## config.mk

```make
export PLATFORM = sky130hd
export DESIGN_NAME = xbar_packet_arbiter
export DESIGN_NICKNAME = d
export VERILOG_FILES = /design/src/rtl/xbar_arb_pkg.sv /design/src/rtl/priority_order_pick.sv /design/src/rtl/xbar_packet_arbiter.sv
export SDC_FILE = /design/constraint.sdc
export NUM_CORES = 1
export LEC_CHECK = 0
export ABC_CLOCK_PERIOD_IN_PS = 6800
export CELL_PAD_IN_SITES_DETAIL_PLACEMENT = 1
export CELL_PAD_IN_SITES_GLOBAL_PLACEMENT = 1
export CORE_MARGIN = 2
export CORE_UTILIZATION = 38
export DETAILED_ROUTE_END_ITERATION = 10
export GPL_TIMING_DRIVEN = 0
export PLACE_DENSITY = 0.82
export SYNTH_ARGS = -nofsm -noshare
export SYNTH_HDL_FRONTEND = slang
export SYNTH_SLANG_ARGS = --single-unit
```

## constraint.sdc

```tcl
create_clock -name clk -period 6.8 [get_ports clk]
set_clock_uncertainty 0.05 [all_clocks]
set_input_delay 2.04 -clock clk [delete_from_list [all_inputs] [get_ports clk]]
set_output_delay 2.04 -clock clk [all_outputs]
set_load 0.01 [all_outputs]
```

## src/rtl/xbar_arb_pkg.sv

```systemverilog
// Shared types for the crossbar packet arbiter.
//   arb_mode_e  : priority-update policy applied at each packet release
//   arb_state_e : grant FSM states
package xbar_arb_pkg;

   typedef enum logic [1:0] {
      ARB_FIXED = 2'd0,
      ARB_RR    = 2'd1,
      ARB_WRR   = 2'd2,
      ARB_RSVD  = 2'd3
   } arb_mode_e;

   typedef enum logic {
      ARB_IDLE   = 1'b0,
      ARB_LOCKED = 1'b1
   } arb_state_e;

endpackage

```

## src/rtl/priority_order_pick.sv

```systemverilog
// Combinational pick: first requester found walking the priority order list.
//   req_valid  : per-requester request bits (indexed by requester ID)
//   order      : requester IDs, order[0] is highest priority
//   pick_valid : at least one requester is active
//   pick_id    : winning requester ID (0 when pick_valid=0)
module priority_order_pick #(
   parameter int unsigned CANDIDATE = 4,
   parameter int unsigned IDX_W     = $clog2(CANDIDATE)
) (
   input  logic [CANDIDATE-1:0] req_valid,
   input  logic [IDX_W-1:0]     order [0:CANDIDATE-1],
   output logic                 pick_valid,
   output logic [IDX_W-1:0]     pick_id
);

   logic [CANDIDATE-1:0] rv;

   // Rearrange requests into priority positions, then take the lowest set position.
   always_comb begin
      rv         = '0;
      pick_valid = 1'b0;
      pick_id    = '0;
      for (int i = 0; i < int'(CANDIDATE); i++) begin
         rv[i] = req_valid[order[i]];
      end
      // Walking downward lets the lowest set position overwrite the rest.
      for (int i = int'(CANDIDATE) - 1; i >= 0; i--) begin
         if (rv[i]) begin
            pick_valid = 1'b1;
            pick_id    = order[i];
         end
      end
   end

endmodule

```

## src/rtl/xbar_packet_arbiter.sv

```systemverilog
// Packet-aware arbiter for one crossbar output port. Grant is held for a whole
// packet; the priority order is updated on release (fixed / RR / WRR).
//   clk, rst      : clock, synchronous active-high reset
//   req_valid     : per-requester beat available
//   req_last      : per-requester current beat ends its packet
//   mode          : arbitration mode (arb_mode_e), sampled at release
//   weight        : WRR packet quota per requester (0 treated as 1)
//   out_ready     : downstream accepts a beat this cycle
//   grant_valid   : grant held
//   grant_number  : granted requester ID (drives the output mux select)
//   grant_onehot  : one-hot grant, zero when idle
//   beat_fire     : a beat of the granted packet moves this cycle
module xbar_packet_arbiter
   import xbar_arb_pkg::*;
#(
   parameter int unsigned CANDIDATE = 4,
   parameter int unsigned WEIGHT_W  = 4,
   parameter int unsigned IDX_W     = $clog2(CANDIDATE)
) (
   input  logic                 clk,
   input  logic                 rst,
   input  logic [CANDIDATE-1:0] req_valid,
   input  logic [CANDIDATE-1:0] req_last,
   input  logic [1:0]           mode,
   input  logic [WEIGHT_W-1:0]  weight [0:CANDIDATE-1],
   input  logic                 out_ready,
   output logic                 grant_valid,
   output logic [IDX_W-1:0]     grant_number,
   output logic [CANDIDATE-1:0] grant_onehot,
   output logic                 beat_fire
);

   arb_state_e          state;
   logic [IDX_W-1:0]    order      [0:CANDIDATE-1];
   logic [IDX_W-1:0]    order_next [0:CANDIDATE-1];
   logic [WEIGHT_W-1:0] credit;
   logic [WEIGHT_W-1:0] credit_next;
   logic [WEIGHT_W-1:0] credit_inc;
   logic [WEIGHT_W-1:0] quota;
   logic [IDX_W-1:0]    g_pos;
   logic                rotate;
   logic                pkt_release;
   logic                pick_valid;
   logic [IDX_W-1:0]    pick_id;

   assign beat_fire   = grant_valid & req_valid[grant_number] & out_ready;
   assign pkt_release = (state == ARB_LOCKED) & beat_fire & req_last[grant_number];

   // Release-time order and credit update; outside a release both hold.
   always_comb begin
      g_pos       = '0;
      rotate      = 1'b0;
      credit_next = credit;
      credit_inc  = (credit == {WEIGHT_W{1'b1}}) ? credit : credit + WEIGHT_W'(1);
      quota       = (weight[grant_number] == '0) ? WEIGHT_W'(1) : weight[grant_number];

      for (int i = 0; i < int'(CANDIDATE); i++) begin
         if (order[i] == grant_number) g_pos = IDX_W'(i);
      end

      if (pkt_release) begin
         case (arb_mode_e'(mode))
            ARB_RR:  rotate = 1'b1;
            ARB_WRR: begin
               if ((credit_inc >= quota) || !req_valid[grant_number]) begin
                  rotate      = 1'b1;
                  credit_next = '0;
               end else begin
                  credit_next = credit_inc;
               end
            end
            default: rotate = 1'b0;
         endcase
      end

      // Rotation: winner leaves position g_pos, later entries move up, winner goes last.
      for (int i = 0; i < int'(CANDIDATE) - 1; i++) begin
         order_next[i] = (rotate && (IDX_W'(i) >= g_pos)) ? order[i+1] : order[i];
      end
      order_next[CANDIDATE-1] = rotate ? grant_number : order[CANDIDATE-1];
   end

   // Single pick, always fed with the post-update order.
   priority_order_pick #(
      .CANDIDATE (CANDIDATE),
      .IDX_W     (IDX_W)
   ) u_pick (
      .req_valid  (req_valid),
      .order      (order_next),
      .pick_valid (pick_valid),
      .pick_id    (pick_id)
   );

   // Grant FSM and priority state.
   always_ff @(posedge clk) begin
      if (rst) begin
         state        <= ARB_IDLE;
         grant_valid  <= 1'b0;
         grant_number <= '0;
         grant_onehot <= '0;
         credit       <= '0;
         for (int i = 0; i < int'(CANDIDATE); i++) begin
            order[i] <= IDX_W'(i);
         end
      end else begin
         credit <= credit_next;
         for (int i = 0; i < int'(CANDIDATE); i++) begin
            order[i] <= order_next[i];
         end
         case (state)
            ARB_IDLE: begin
               if (pick_valid) begin
                  state        <= ARB_LOCKED;
                  grant_valid  <= 1'b1;
                  grant_number <= pick_id;
                  grant_onehot <= CANDIDATE'(1) << pick_id;
               end
            end
            ARB_LOCKED: begin
               // Re-arbitrate in the release cycle so back-to-back packets have no bubble.
               if (pkt_release) begin
                  if (pick_valid) begin
                     grant_number <= pick_id;
                     grant_onehot <= CANDIDATE'(1) << pick_id;
                  end else begin
                     state        <= ARB_IDLE;
                     grant_valid  <= 1'b0;
                     grant_onehot <= '0;
                  end
               end
            end
            default: state <= ARB_IDLE;
         endcase
      end
   end

endmodule

```

==> results of run 1 <==
registers in the layout (all words and copies together), names as in the netlist:
register	flops
order	8
state	1
grant_valid	1
credit	4
grant_onehot	4
grant_number	2
stage by stage:
stage,area [sq um],util (%),power [mW]
finish,2340,49.54,0.3425
global route,2340,49.54,0.3622
CTS,2340,49.54,0.3441
detailed placement,2285,48.37,0.2519
global placement,2285,48.37,0.2487
floorplan,1861,-,0.2088
cells by family (layout without fill, tap and decap cells):
logic type                 after synthesis  in the layout
xor gates and xnor gates                 7              7
muxes                                   18             18
adders and majority gates                7              7
buffers and inverters                   27             65
AOI/OAI and AO/OA                       67             67
DFF                                     20             20
and+or+nand+nor                         76             76
final cells by class:
cell class | count | area, sq um
clock buffers | 4 | 55.05
plain buffers | 12 | 68.82
repair buffers | 34 | 340.3
flip-flops and latches | 20 | 400.4
fillers | 588 | 2384
multi-input cells | 175 | 1335
well taps | 67 | 83.83
inverters | 15 | 56.30
worst min-delay path by stage:
stage / slack, ns / from / end
after floorplan: 0.41 / credit[3] / credit[3]
after global placement: 0.40 / grant_onehot[3] / grant_onehot[3]
after detailed placement: 0.40 / grant_onehot[3] / grant_onehot[3]
after CTS: 0.42 / grant_onehot[3] / grant_onehot[3]
after global routing: 0.44 / grant_onehot[2] / grant_onehot[2]
final: 0.42 / grant_onehot[3] / grant_onehot[3]
where the power goes:
part | leakage [nW] | total [mW] | internal (mW) | switching (mW)
Clock | 0.0288 | 0.0922 | 0.0516 | 0.0406
Sequential | 0.163 | 0.128 | 0.122 | 0.00629
Combinational | 0.673 | 0.122 | 0.0591 | 0.0629
Total | 0.864 | 0.343 | 0.233 | 0.110
per-layer routing:
layer / wire [um] / share of wire [%] / vias to the layer above
met2: 2599 / 48 / 42
met1: 2487 / 46 / 914
met4: 66 / 1.2 / 0
li1: - / - / 912
met5: 0 / 0 / -
met3: 231 / 4.3 / 8
placed cells by master (no fill, tap or decap), types with 3 or more instances in the layout:
cell type / instances
clkdlybuf4s50_1: 34
nand2_1: 22
dfxtp_1: 20
a21oi_1: 16
inv_1: 15
nor2_1: 15
o21ai_0: 8
nand3_1: 7
nor3_1: 7
ha_1: 7
mux4_2: 6
and2_1: 6
mux2i_1: 6
clkbuf_1: 5
xor2_1: 5
a211oi_1: 4
clkbuf_8: 4
buf_2: 3
mux2_2: 3
o31ai_1: 3
==> metrics.yaml, run 1 <==
whs_path_depth: 1
ys_async_sr_fraction_pct: 0
coreArea_sq_mm: 0.004723
place.gp.congestion: 0.8899
chipWidth_um: 73.97
critPathArrivalTime_ns: 6.32
antenna_left: 0
cp_cell_sequence: "clkdlybuf4s50_1 > mux4_2 > a31o_2 > ha_1 > nor2b_1 > o21ai_0 > a311oi_1 > buf_4 > nor2_4 > a21oi_1 > mux2_2 > o21ai_1 > and4bb_1 > buf_2 > o211a_1 > a22o_1"
cp.depth: 16
synth-xor-area-share_pct: 3.295
hp-class: "register to register"
muxShareOfSynthArea_pct: 15.00
rsz0062_at_grt: "false"
dieArea_sq_mm: 0.005472
synth.most_common_cell: "nand2_1"
yosysWarnings: 0
synth_compound_area_share_pct: 26.29
crit_start: "weight[0]"
synth-edff-count: 0
grtUsageMet2_pct: 38.10
status: "completed"
dp_hpwl_um: 4200
maxCapViolations: 0
synth_top_family_by_area: "compound AO/OA/AOI/OAI gates"
yosys.area_share.simple_pct: 22.46
clk-insertion-delay-late_ns: 0.26
gr-total-overflow: 0
cts_resized: 0
crit_required_ns: 6.96
syn_avg_cell_area_sq_um: 8.381
cts_tree: "done"
fin_crit_ns: 6.158
fin_crit_sh_pct: 90.55
wl_um: 5384
grtUsageMet1_pct: 26.56
final_cells: 327
yosys-top-cells-count: "nand2_1, dfxtp_1, a21oi_1"
die_y_um: 73.97
r2r_slack_ns: 1.71
drc_errors: 0
drive_above_1_share_pct: 12.69
rr_startpoint: "grant_number[0]"
ios: 37
dp_slack_ns: 0.3987
viasPerCell: 5.737
max_freq_mhz: 162.4
ctsHoldBuffers: 0
crit_buf_inv: 3
place_inst: 323
netlist_area_sq_mm: 0.001861
crit_end: "grant_onehot[0]"
clk_path_buf_depth: 2
whs_ns: 0.4184
start_util_pct: 39.39
vias: 1876
cts_max_level: 1
synth_nets: 258
leakage_nw: 0.8643
gr-max-usage-layer: "met2"
cts_root_buf: "clkbuf_8"
postCtsSetupBuffers: 0
tightest_slew_ns: 0.6365
synth_fa_ha_area_share_pct: 4.707
dr.pass1.iters: 4
syn2layout_area_growth_pct: 25.76
cts_sinks: 20
reg2reg_to: "grant_onehot[0]"
io_buffers: 34
p_per_area_mw_per_mm2: 146.4
finalSetupTns_ns: 0
path_clk_slew_ns: 0.08
path_max_fanout: 10
synth.distinct_cells: 66
ir_drop_mv: 0.1246
fin_nets: 297
cts_buffers: 3
ys.flop_type: "dfxtp_1"
setup_slack_ns: 0.6423
criticalPathCategory: "input pin to register"
cp_slowest_cell: "a311oi_1"
synth_largest_area_cell: "dfxtp_1"
diodes: 0
synthTopCellsByArea: "dfxtp_1, mux4_2, ha_1, nand2_1, a21oi_1"
grt_pass1_wl_um: 9059
synthCells: 222
crit_path_start_kind: "input pin"
grt_pass1_vias: 1928
endpoint_kind: "register"
grt_max_degree: 12
slew_headroom_pct: 57.57
drt_iter0_markers: 48
finalHoldViolations: 0
finalSetupViolCount: 0
grtUsageTotal_pct: 21.13
met3_usage_pct: 3.252
cpPeakStageDelay_ns: 0.48
netlist.area_leader.share_pct: 21.52
rows: 25
crit_family: "compound AO/OA/AOI/OAI gates"
seq_area_frac_synth_pct: 21.52
maxSlewViolCount: 0
wl_per_cell_um: 16.46
antenna_found_initial: 0
reg2regPathDepth: 17
ys_ff_latch: 20
Note: power is estimated with default switching activity, not from simulation.
==> run 2: changes to the inputs <==
Settings changed: ABC_AREA set to 0, ABC_CLOCK_PERIOD_IN_PS 6800 to 5730, CTS_CLUSTER_SIZE set to 28.
Clock period 6.8 ns to 5.73 ns, I/O delays scaled along.
==> run 2 against run 1 <==
  * Non-clock buffer count grew 5
  * Register-to-register slack lost 0.80 ns
  * Hold slack gained 0.00058 ns
  * Critical endpoint unchanged
  * Worst setup slack lost 0.47 ns
  * First-iteration DRC count grew 31%
  * Count of clock-buffer cells in the layout is the same
  * Sequential power grew 20%
  * Combinational power grew 30%
  * Final area grew 5.1%
  * Die area is the same
  * Clock power grew 19%
  * Global-route usage grew 0.31 points
==> metrics.yaml, run 2 (same netlist as run 1, synthesis figures left out) <==
tightest_slew_ns: 0.6963
antenna_found_initial: 0
wl_met1_um: 2546
fin_crit_ns: 5.562
syn2layout_area_growth_pct: 32.15
path_clk_slew_ns: 0.08
grtUsageTotal_pct: 21.44
finalSetupViolCount: 0
finalHoldViolations: 0
wl_per_cell_um: 17.01
crit_family: "compound AO/OA/AOI/OAI gates"
ios: 37
maxCapViolations: 0
dr.pass1.iters: 5
p_per_area_mw_per_mm2: 171.7
largest_reg_flops: 8
clk_path_buf_depth: 2
antenna_left: 0
dr_wl_met2_um: 2724
crit_buf_inv: 3
post-route-util_pct: 52.05
criticalPathCategory: "input pin to register"
finalPower_uw: 422.1
cts_max_level: 1
crit_path_start_kind: "input pin"
status: "completed"
maxUsedRoutingLayer: "met4"
max_freq_mhz: 179.8
vias: 1919
cp_cell_sequence: "clkdlybuf4s50_1 > mux4_2 > a31o_2 > ha_1 > nor2b_1 > o21ai_1 > a311oi_2 > buf_4 > nor2_4 > a21oi_2 > mux2_2 > o21ai_2 > and4bb_1 > clkbuf_4 > o211a_1 > a22o_1"
drive_above_1_share_pct: 17.36
cpPeakStageDelay_ns: 0.45
rows: 25
chipWidth_um: 73.97
io_buffers: 34
fillCellCount: 578
fin_nets: 302
wl_met3_um: 241
gr-total-overflow: 0
layout_commonest_cell: "clkdlybuf4s50_1"
grt_pass1_vias: 1937
ir_drop_mv: 0.1472
dieArea_sq_mm: 0.005472
drc_errors: 0
largest-register: "order"
endpoint_kind: "register"
viasPerCell: 5.780
path_max_fanout: 10
start_util_pct: 39.39
final-seq-area_sq_um: 400.4
grt_pass1_wl_um: 9177
maxSlewViolCount: 0
critPathArrivalTime_ns: 5.72
mostFrequentLayoutCells: "clkdlybuf4s50_1, nand2_1, dfxtp_1"
wl_um: 5647
cts_root_buf: "clkbuf_8"
drt_iter0_markers: 63
cts_tree: "done"
diodes: 0
cts_buffers: 3
fin_crit_sh_pct: 97.08
final_cell_area_sq_mm: 0.002459
dp_hpwl_um: 4200
die_y_um: 73.97
cts_sinks: 20
coreArea_sq_mm: 0.004723
place.gp.congestion: 0.8899
slew_headroom_pct: 53.23
top_regs: "order x8, credit x4, grant_onehot x4"
leakage_nw: 0.8970
hp-class: "register to register"
clk-insertion-delay-late_ns: 0.26
crit_required_ns: 5.89
cp_slowest_cell: "mux4_2"
grt_max_degree: 12
dpl_cell_area_sq_mm: 0.002285
multi_input_area_sq_mm: 0.001414
==> run 2: where the power goes <==
| group | switching (mW) | total (mW) | internal [mW] | leakage, nW |
|---|---|---|---|---|
| Sequential | 0.00817 | 0.153 | 0.145 | 0.163 |
| Clock | 0.0491 | 0.110 | 0.0613 | 0.0288 |
| Combinational | 0.0808 | 0.159 | 0.0779 | 0.705 |
| Total | 0.138 | 0.422 | 0.284 | 0.897 |
==> run 2: through the flow <==
step                  TNS (ns)  setup slack [ns]  cells  hold WS, ns
floorplan                    0            0.5924    222       0.4088
global route          -0.01477          -0.01477    332       0.4446
finish                       0            0.1676    332       0.4190
global placement        -1.264           -0.2448    323       0.3981
detailed placement      -1.975           -0.3503    323       0.4045
CTS                 -0.0002207        -0.0002207    327       0.4232
==> run 2: what timing repair did <==
| item | CTS | global route |
|---|---|---|
| endpoints found under the setup margin | 5 | 7 |
| hold buffers | 0 | 0 |
| pin swaps | 1 | 3 |
| setup buffers | 0 | 5 |
| resized for setup | 4 | 10 |
==> run 2: layer usage <==
| metal | GRT usage [%] | vias to the layer above |
|---|---|---|
| met2 | 38.89 | 49 |
| met3 | 3.388 | 16 |
| met5 | 0 | - |
| li1 | - | 919 |
| met1 | 26.56 | 935 |
| met4 | 5.051 | 0 |
==> run 2: path summary, 6_finish.rpt <==
| path | end | cells past startpoint | from | slack, ns |
|---|---|---|---|---|
| hold reg to reg | grant_onehot[3] | 1 | grant_onehot[3] | 0.42 |
| setup reg to reg | grant_onehot[0] | 17 | grant_number[0] | 0.91 |
| hold / removal | grant_onehot[3] | 1 | grant_onehot[3] | 0.42 |
| setup / recovery | grant_onehot[0] | 16 | weight[12] | 0.17 |
==> run 2: layout make-up <==
cell class	instances	share of cell area, %
multi-input cells	175	57.51
flip-flops and latches	20	16.28
repair buffers	39	15.37
well taps	67	3.410
plain buffers	12	2.901
inverters	15	2.290
clock buffers	4	2.239
==> run 3: changes to the inputs <==
Settings changed: SLEW_MARGIN set to 5, SYNTH_HIERARCHICAL set to 1.
==> run 3 against run 2 <==
  * Via count fell by 16%
  * Die area fell by 6.6%
  * Area after synthesis fell by 6.9%
  * Final cell count fell by 13%
  * Worst setup slack got worse by 0.16 ns
  * Power fell by 7.2%
  * Combinational power fell by 35%
  * Sequential share of layout area rose by 0.54 points
  * Fmax fell by 2.9%
  * Register-to-register slack improved by 0.09 ns
  * Critical path type unchanged
==> metrics.yaml, run 3 <==
status: "completed"
grtUsageTotal_pct: 19.09
rsz0062_at_grt: "true"
grt_pass1_wl_um: 7872
seq_area_frac_synth_pct: 23.12
yosys-top-cells-count: "dfxtp_1, nor2_1, mux2i_1"
crit_family: "multiplexers"
ir_drop_mv: 0.1016
slew_headroom_pct: 67.20
dp_slack_ns: -0.7536
cts_tree: "done"
synthTopCellsByArea: "dfxtp_1, mux2i_1, mux4_2, mux2_2, ha_1"
layout_commonest_cell: "clkdlybuf4s50_1"
ctsHoldBuffers: 0
gr-total-overflow: 0
path_max_fanout: 8
ys_ff_latch: 20
endpoint_kind: "register"
cp_slowest_cell: "or4b_4"
p_per_area_mw_per_mm2: 164.5
final-seq-area_sq_um: 400.4
final_cells: 289
coreArea_sq_mm: 0.004384
synth_nets: 226
synth.distinct_cells: 43
path_clk_slew_ns: 0.08
clk_path_buf_depth: 2
ys_async_sr_fraction_pct: 0
fin_crit_ns: 5.726
critPathArrivalTime_ns: 5.81
cts_root_buf: "clkbuf_8"
grt_max_degree: 13
fin_crit_sh_pct: 99.94
die_y_um: 71.51
yosysWarnings: 6
vias: 1615
wl_um: 4950
critPathMostFrequentCell: "mux4_2"
clk-insertion-delay-late_ns: 0.26
finalSetupViolCount: 0
cts_sinks: 20
fillCellCount: 503
drt_iter0_markers: 46
largest_reg_flops: 8
crit_required_ns: 5.81
viasPerCell: 5.588
io_buffers: 36
mostFrequentLayoutCells: "clkdlybuf4s50_1, dfxtp_1, nor2_1"
antenna_left: 0
criticalPathCategory: "input pin to register"
synth-edff-count: 0
top_regs: "order x8, credit x4, grant_onehot x4"
netlist.area_leader.share_pct: 23.12
dieArea_sq_mm: 0.005113
synthCells: 190
hp-class: "register to register"
maxCapViolations: 0
crit_path_start_kind: "input pin"
wl_per_cell_um: 17.13
ys.flop_type: "dfxtp_1"
rows: 24
tightest_slew_ns: 0.4920
crit_buf_inv: 3
cpPeakStageDelay_ns: 0.51
grt_pass1_vias: 1656
synth_largest_area_cell: "dfxtp_1"
cp_cell_sequence: "clkdlybuf4s50_1 > mux4_2 > a31o_4 > ha_4 > nor2b_1 > o21ai_2 > a221oi_4 > buf_12 > nor4_4 > mux2_4 > mux4_2 > nor2_2 > or4b_4 > nand2b_4 > and2_4 > buf_6 > or4b_1 > a21oi_1"
fin_nets: 274
place_inst: 278
largest-register: "order"
antenna_found_initial: 0
synth.most_common_cell: "dfxtp_1"
drc_errors: 0
cts_max_level: 1
start_util_pct: 39.50
place.gp.congestion: 0.7932
dr.pass1.iters: 4
cts_buffers: 3
leakage_nw: 0.8884
syn_avg_cell_area_sq_um: 9.114
chipWidth_um: 71.51
max_freq_mhz: 174.6
multi_input_area_sq_mm: 0.001330
dp_hpwl_um: 3539
syn2layout_area_growth_pct: 37.43
finalHoldViolations: 0
diodes: 0
setup_slack_ns: 0.003622
drive_above_1_share_pct: 23.63
ios: 37
maxSlewViolCount: 0
netlist_area_sq_mm: 0.001732
==> run 3: cell count changes in the layout (fill, tap and decap cells not counted), moves of 4 or more <==
cell	change
nand2b_1	+8
nor3_1	-6
and2_1	-4
mux2_2	+5
inv_1	-5
o21ai_0	-4
nand2_1	-9
mux2i_1	+10
==> run 3: timing repair <==
item / in CTS / in global routing
resized for setup: 6 / 12
setup buffers: 6 / 4
pin swaps: 5 / 5
setup endpoints to repair: 8 / 6
==> run 3: final timing paths <==
path                         from         endpoint  slack, ns  depth (start not counted)
hold / removal    grant_onehot[2]  grant_onehot[2]       0.41                          2
setup reg to reg  grant_number[0]  grant_onehot[0]       1.00                         18
hold reg to reg   grant_onehot[2]  grant_onehot[2]       0.41                          2
setup / recovery        weight[4]  grant_onehot[0]      0.004                         18
==> run 3: tightest hold or removal path, delay by kind of cell, from the launching register on <==
kind | cells | cell delay, ns
compound gates | 1 | 0.05
flops | 1 | 0.31
simple gates | 1 | 0.05
==> run 3: per-stage QoR <==
step                TNS (ns)  utilization, %  area [sq um]  hold WS (ns)  total power, mW
floorplan                  0               -          1732        0.3956           0.2008
detailed placement    -4.870           49.20          2157        0.3998           0.2399
finish                     0           54.28          2380        0.4106           0.3915
global route         -0.6910           54.28          2380        0.4508           0.4077
CTS                        0           52.43          2298        0.4116           0.3885
global placement      -3.797           49.20          2157        0.3923           0.2370
==> run 3: power by group <==
| group | leakage, nW | internal [mW] | switching, mW |
|---|---|---|---|
| Sequential | 0.163 | 0.142 | 0.00317 |
| Combinational | 0.690 | 0.0560 | 0.0473 |
| Clock | 0.0357 | 0.0932 | 0.0495 |
==> run 3: per-layer routing <==
metal  vias to the layer above  part of all wire, %  global-route usage (%)
met5                         -                    0                       0
met4                         0                 0.38                   4.193
met3                         2                  4.0                   1.828
met2                        39                   52                   35.60
met1                       782                   43                   23.68
li1                        792                    -                       -
==> run 3: final cells by class <==
class                           instances  share of cell area (%)
Sequential cell                        20                   16.82
Timing Repair Buffer                   45                   18.61
Buffer                                  5                   1.209
Clock buffer                            3                   1.735
Clock inverter                          1                   1.262
Inverter                               11                   1.735
Tap cell                               52                   2.734
Multi-Input combinational cell        152                   55.89
==> run 3: cell families (layout without fill, tap and decap cells) <==
group                    count (synthesis)  after routing  share of synthesized area [%]
multiplexers                            35             35                          26.08
AND/OR/NAND/NOR                         67             67                          23.77
flip-flops                              20             20                          23.12
buffers and inverters                   18             65                          4.118
adder cells (fa/ha/maj)                  7              7                          5.058
XOR/XNOR                                 7              7                          3.541
AO/OA/AOI/OAI                           36             36                          14.31
